==> src/rtl/oscope_frame_reader_if.sv <==
// Sample stream from the oscilloscope frame reader to the display pipeline.
// Each beat carries the sample, its x index and an end-of-frame flag.
interface oscope_frame_reader_if #(
   parameter int XW = 10
);
   logic signed [7:0] data;
   logic [XW-1:0]     x;
   logic              last;
   logic              valid;
   logic              ready;

   modport master (output data, x, last, valid, input ready);
   modport slave  (input data, x, last, valid, output ready);
endinterface

==> src/rtl/oscope_frame_reader.sv <==
// Oscilloscope readout sequencer: arms the capture block, drains one frame
// into a valid/ready stream, and reports per-frame extrema and trigger status.
module oscope_frame_reader #(
   parameter int DLEN    = 1000,
   parameter int XW      = 10,
   parameter int HOLDOFF = 1024
) (
   input  logic              clk,
   input  logic              rst,
   input  logic              arm_i,
   input  logic              auto_en_i,
   input  logic              abort_i,
   output logic              cap_start_o,
   input  logic              cap_busy_i,
   input  logic              cap_trig_i,
   output logic              cap_read_o,
   input  logic signed [7:0] cap_data_i,
   oscope_frame_reader_if.master m,
   output logic              frame_done_o,
   output logic              frame_trig_o,
   output logic signed [7:0] frame_min_o,
   output logic signed [7:0] frame_max_o,
   output logic              active_o
);

   localparam int CW = XW + 1;
   localparam int HW = (HOLDOFF > 1) ? $clog2(HOLDOFF + 1) : 1;
   localparam logic [CW-1:0] DLEN_C = CW'(DLEN);
   localparam logic [CW-1:0] LAST_C = CW'(DLEN - 1);
   localparam logic [HW-1:0] HOLD_C = HW'(HOLDOFF);

   typedef enum logic [2:0] {
      S_IDLE, S_START, S_WAIT, S_DRAIN, S_DONE
   } state_t;

   state_t            state_q;
   logic              guard_q;
   logic [CW-1:0]     rd_cnt_q;
   logic [HW-1:0]     hold_q;
   logic              cap_start_q;
   logic              frame_done_q;
   logic              frame_trig_q;
   logic signed [7:0] frame_min_q;
   logic signed [7:0] frame_max_q;
   logic signed [7:0] run_min_q;
   logic signed [7:0] run_max_q;
   logic signed [7:0] m_data_q;
   logic [XW-1:0]     m_x_q;
   logic              m_last_q;
   logic              m_valid_q;
   logic              rd_req;
   logic              auto_fire;

   // Read only while the one-entry output register is free or draining this cycle.
   assign rd_req = !rst && !abort_i && (state_q == S_DRAIN) && (rd_cnt_q < DLEN_C)
                   && (!m_valid_q || m.ready);

   // The counter reaches zero on this IDLE cycle, so HOLDOFF idle cycles precede START.
   assign auto_fire = auto_en_i && (hold_q <= HW'(1));

   assign cap_start_o  = cap_start_q;
   assign cap_read_o   = rd_req;
   assign frame_done_o = frame_done_q;
   assign frame_trig_o = frame_trig_q;
   assign frame_min_o  = frame_min_q;
   assign frame_max_o  = frame_max_q;
   assign active_o     = (state_q != S_IDLE);
   assign m.data       = m_data_q;
   assign m.x          = m_x_q;
   assign m.last       = m_last_q;
   assign m.valid      = m_valid_q;

   // Frame sequencer, output stream register and running extrema.
   always_ff @(posedge clk) begin
      if (rst) begin
         state_q      <= S_IDLE;
         guard_q      <= 1'b0;
         rd_cnt_q     <= {CW{1'b0}};
         hold_q       <= {HW{1'b0}};
         cap_start_q  <= 1'b0;
         frame_done_q <= 1'b0;
         frame_trig_q <= 1'b0;
         frame_min_q  <= 8'sd0;
         frame_max_q  <= 8'sd0;
         run_min_q    <= 8'sd0;
         run_max_q    <= 8'sd0;
         m_data_q     <= 8'sd0;
         m_x_q        <= {XW{1'b0}};
         m_last_q     <= 1'b0;
         m_valid_q    <= 1'b0;
      end else begin
         cap_start_q  <= 1'b0;
         frame_done_q <= 1'b0;

         if (abort_i) begin
            m_valid_q <= 1'b0;
         end else if (rd_req) begin
            m_data_q  <= cap_data_i;
            m_x_q     <= rd_cnt_q[XW-1:0];
            m_last_q  <= (rd_cnt_q == LAST_C);
            m_valid_q <= 1'b1;
            rd_cnt_q  <= rd_cnt_q + CW'(1);
            if ((rd_cnt_q == {CW{1'b0}}) || (cap_data_i < run_min_q)) begin
               run_min_q <= cap_data_i;
            end
            if ((rd_cnt_q == {CW{1'b0}}) || (cap_data_i > run_max_q)) begin
               run_max_q <= cap_data_i;
            end
         end else if (m_valid_q && m.ready) begin
            m_valid_q <= 1'b0;
         end

         if (abort_i) begin
            state_q  <= S_IDLE;
            rd_cnt_q <= {CW{1'b0}};
            hold_q   <= HOLD_C;
         end else begin
            case (state_q)
               S_IDLE: begin
                  if (arm_i || auto_fire) begin
                     state_q     <= S_START;
                     cap_start_q <= 1'b1;
                  end else if (hold_q != {HW{1'b0}}) begin
                     hold_q <= hold_q - HW'(1);
                  end
               end
               S_START: begin
                  state_q <= S_WAIT;
                  guard_q <= 1'b1;
               end
               S_WAIT: begin
                  // The first WAIT cycle ignores cap_busy: the capture block may not have raised it yet.
                  if (guard_q) begin
                     guard_q <= 1'b0;
                  end else if (!cap_busy_i) begin
                     state_q      <= S_DRAIN;
                     frame_trig_q <= cap_trig_i;
                     rd_cnt_q     <= {CW{1'b0}};
                  end
               end
               S_DRAIN: begin
                  if ((rd_cnt_q == DLEN_C) && m_valid_q && m.ready) begin
                     state_q      <= S_DONE;
                     frame_done_q <= 1'b1;
                     frame_min_q  <= run_min_q;
                     frame_max_q  <= run_max_q;
                  end
               end
               S_DONE: begin
                  state_q  <= S_IDLE;
                  hold_q   <= HOLD_C;
                  rd_cnt_q <= {CW{1'b0}};
               end
               default: begin
                  state_q <= S_IDLE;
               end
            endcase
         end
      end
   end

endmodule
==> src/flat_wrapper.sv <==
// flat-port wrapper written by rule: the top's interface ports become plain ports
module oscope_frame_reader_flat 
#(
   parameter int DLEN    = 1000,
   parameter int XW      = 10,
   parameter int HOLDOFF = 1024
)
  (clk, rst, arm_i, auto_en_i, abort_i, cap_start_o, cap_busy_i, cap_trig_i, cap_read_o, cap_data_i, frame_done_o, frame_trig_o, frame_min_o, frame_max_o, active_o, m_data, m_x, m_last, m_valid, m_ready);
  oscope_frame_reader_if #(.XW(XW)) m_i ();
  input  logic clk;
  input  logic rst;
  input  logic arm_i;
  input  logic auto_en_i;
  input  logic abort_i;
  output logic cap_start_o;
  input  logic cap_busy_i;
  input  logic cap_trig_i;
  output logic cap_read_o;
  input  logic signed [7:0] cap_data_i;
  output logic frame_done_o;
  output logic frame_trig_o;
  output logic signed [7:0] frame_min_o;
  output logic signed [7:0] frame_max_o;
  output logic active_o;
  output wire logic [$bits(m_i.data)-1:0] m_data;
  output wire logic [$bits(m_i.x)-1:0] m_x;
  output wire logic [$bits(m_i.last)-1:0] m_last;
  output wire logic [$bits(m_i.valid)-1:0] m_valid;
  input wire logic [$bits(m_i.ready)-1:0] m_ready;
  assign m_data = m_i.data;
  assign m_x = m_i.x;
  assign m_last = m_i.last;
  assign m_valid = m_i.valid;
  assign m_i.ready = m_ready;
  oscope_frame_reader #(.DLEN(DLEN), .XW(XW), .HOLDOFF(HOLDOFF)) u_core (.clk(clk), .rst(rst), .arm_i(arm_i), .auto_en_i(auto_en_i), .abort_i(abort_i), .cap_start_o(cap_start_o), .cap_busy_i(cap_busy_i), .cap_trig_i(cap_trig_i), .cap_read_o(cap_read_o), .cap_data_i(cap_data_i), .m(m_i), .frame_done_o(frame_done_o), .frame_trig_o(frame_trig_o), .frame_min_o(frame_min_o), .frame_max_o(frame_max_o), .active_o(active_o));
endmodule
==> config.mk <==
export PLATFORM = sky130hd
export DESIGN_NAME = oscope_frame_reader_flat
export DESIGN_NICKNAME = d
export VERILOG_FILES = /design/src/rtl/oscope_frame_reader_if.sv /design/src/rtl/oscope_frame_reader.sv /design/src/flat_wrapper.sv
export SDC_FILE = /design/constraint.sdc
export NUM_CORES = 1
export LEC_CHECK = 0
export CAP_MARGIN = 15
export CORE_ASPECT_RATIO = 1.4
export CORE_MARGIN = 2
export CORE_UTILIZATION = 54
export CTS_BUF_LIST = sky130_fd_sc_hd__clkbuf_16
export CTS_CLUSTER_DIAMETER = 120
export DETAILED_ROUTE_END_ITERATION = 10
export PLACE_DENSITY = 0.83
export SLEW_MARGIN = 10
export SYNTH_ARGS = -nofsm -noshare
export SYNTH_HDL_FRONTEND = slang
export SYNTH_SLANG_ARGS = --single-unit
==> constraint.sdc <==
create_clock -name clk -period 2.4 [get_ports clk]
set_input_delay 0.6 -clock clk [delete_from_list [all_inputs] [get_ports clk]]
set_output_delay 0.6 -clock clk [all_outputs]
set_load 0.005 [all_outputs]
==> metrics.txt <==
outcome completed; htree depth 3; synthesized area 3911 um^2; Multi-input gate area 2079 um^2; largest net degree at the start of global routing 42; Synth top area share 0.4146; vias 3,386; Worst-path clk slew 0.06 ns; IO Count 57; vias in the first global route 3,342; #FFs+latches synth 81; post-route ant nets 0; worst reg2reg path depth 7; LEAKAGE 2.090 nW; FP Rows 36; sequential cell area fraction in the yosys report 0.4146; Max Freq 434.3 MHz; R2R setup slack 0.34 ns; clk root buf clkbuf_16; Initial Utilization 0.5602; Die Y 104.7 um; Final Cycle Share 0.9594; grt ovf 0; Setup WS pre-CTS -0.5072 ns; final slew viol count 0; WP data arrival 1.70 ns; Yosys Warn Count 0; ys flop type dfxtp_1; max cap viols 0; VDD IR max 0.0005103 V; worst-margin pin slew 0.5542 ns; core region area 6982 um^2; clock latency on the worst-skew pair 0.34 ns; Post-synth EDFFs 0; worst setup path class reg2out; crit path launch type flip-flop; setup_tns 0 ns; register area 1622 um^2; FF-to-FF Start u_core.rd_cnt_q[6]; wire per inst 14.30 um; first-pass GRT wire length 15,100 um; CP required 1.80 ns; hold_buf cts 0; worst hold path type reg2reg; ant diodes 0; Post-route DRC 0; Iter 0 DRT Violations 191; Pre-antenna DRT Iters 4; Port Buffer Count 56; post-route clock skew 0.003632 ns; Synth area leaders dfxtp_1, mux2i_1, nand2_1; critical path fanouts, max 6; Layout area overhead 27.99%; Worst Min Path Start u_core.m.data[4]; clock sink count 81; all-layer global routing usage 0.2347; leading area contributor after synthesis dfxtp_1; routability cong. 0.9089; synthesized area per cell 8.770 um^2; Final min period 2.302 ns; Setup-failing EPs final 0; Syn Nets 482; Hold Path Stages 2; CTS tree done; unrepaired setup endpoints after global routing no; Critical R2R Capture u_core.run_min_q[2]; synthesized instance count 446; Layout Nets 560; DP HPWL 6561 um; Routed WL 8909 um; Die ar. 7949 um^2; TritonCTS Buffers 9; initial antenna violation count 0; number of library cell types mapped by synthesis 60; Setup WS post-layout 0.09752 ns; CTS max path bufs 2; Fillers 551; Post-synth ARST share 0; power per cell area 622.0 nW/um^2; crit end category output pin; share of layout cells above drive strength 1 0.1345; smallest hold slack 0.4529 ns; chip width 75.93 um; Worst Hold Path EP u_core.m.data[4]; Rel. slew slack 0.6283; Final Hold Violating Endpoints 0; Via density 5.435
-- synthesized netlist by cell type, drive strengths merged, types with 2 or more instances --
cell type,count
inv,27
nor3,6
o211ai,4
nand2b,3
a31o,2
ha,20
and4,3
or3,2
a21oi,32
nand2,76
a211oi,6
buf,10
xnor2,12
and2,2
o2111ai,3
mux2i,34
clkbuf,11
nand4,4
nor2,48
or2,3
nand3,12
o21ai,8
and3,5
dfxtp,81
nor4,10
a31oi,2
-- routing by layer --
layer / GRT usage / vias up / part of all wire
li1: - / 1693 / -
met1: 0.2542 / 1600 / 0.40
met2: 0.4184 / 65 / 0.53
met3: 0.04922 / 28 / 0.034
met4: 0.1390 / 0 / 0.037
met5: 0 / - / 0
-- area by class of cell --
type                    instances  area share
multi-input cells             317      0.4154
flip-flops and latches         81      0.3239
repair buffers                 88      0.1612
clock buffers                   9     0.04499
well taps                      95     0.02374
inverters                      27     0.02074
clock inverters                 6    0.009998
-- state kept, by name (all words and copies together) (netlist names) --
signal               count
u_core.frame_trig_o      1
u_core.frame_min_o       8
u_core.frame_done_o      1
u_core.m.valid           1
u_core.state_q           3
u_core.frame_max_o       8
u_core.m.data            8
u_core.run_min_q         8
u_core.m.x              10
u_core.guard_q           1
u_core.rd_cnt_q         11
u_core.hold_q           11
u_core.m.last            1
u_core.run_max_q         8
u_core.cap_start_o       1
-- per-stage QoR --
step	total power [mW]	util	area (um^2)	cells
after floorplan	1.722	-	3911	446
after global placement	1.829	0.6760	4720	607
after detailed placement	1.843	0.6760	4720	607
after CTS	3.129	0.7170	5006	623
after global routing	3.246	0.7170	5006	623
final	3.114	0.7170	5006	623
-- report_power, final --
group          leakage [nW]  total (mW)  internal (mW)  switching [mW]
logic                  1.30       0.419          0.195           0.225
registers             0.654        1.40           1.37          0.0275
clock network         0.135        1.29          0.782           0.512
total                  2.09        3.11           2.35           0.764
-- worst max-delay path by stage --
| stage | depth (start not counted) | slack, ns | from | to |
|---|---|---|---|---|
| floorplan | 6 | 0.14 | rst | cap_read_o |
| global placement | 6 | -0.48 | abort_i | cap_read_o |
| detailed placement | 6 | -0.51 | abort_i | cap_read_o |
| CTS | 5 | 0.1 | u_core.rd_cnt_q[6] | cap_read_o |
| global route | 7 | 0.03 | cap_data_i[5] | u_core.run_min_q[7] |
| finish | 5 | 0.1 | u_core.rd_cnt_q[6] | cap_read_o |
-- cell families after synthesis --
logic type,Yosys count,share of synthesized area
DFF,81,0.4146
and+or+nand+nor,182,0.2271
AOI/OAI and AO/OA,68,0.1212
adders and majority gates,20,0.06398
buffers and inverters,48,0.05630
xor gates and xnor gates,12,0.02687
muxes,35,0.08989
-- cells in the final DEF, fill, tap and decap left out, drive strengths merged, types with 2 or more instances in the layout --
cell,n
dfxtp,81
nand2,76
clkdlybuf4s50,52
nor2,48
mux2i,34
buf,33
a21oi,32
inv,27
ha,20
nand3,12
xnor2,12
nor4,10
clkbuf,9
o21ai,8
a211oi,6
nor3,6
clkinv,5
and3,5
nand4,4
o211ai,4
o2111ai,3
nand2b,3
and4,3
or2,3
a31o,2
a31oi,2
and2,2
dlygate4sd2,2
or3,2
-- critical path: stages (launching register included) --
cell,delay [ns]
dfxtp_1,0.44
and4_4,0.30
o211a_4,0.20
or2_4,0.15
inv_4,0.03
dlygate4sd2_1,0.25
-- timing repair --
item | in CTS | in global routing
setup buffers | 1 | 0
gates resized for setup | 12 | 0
endpoints found under the hold margin | 0 | 0
setup endpoints to repair | 1 | 0
Note: power is estimated with default switching activity, not from simulation.
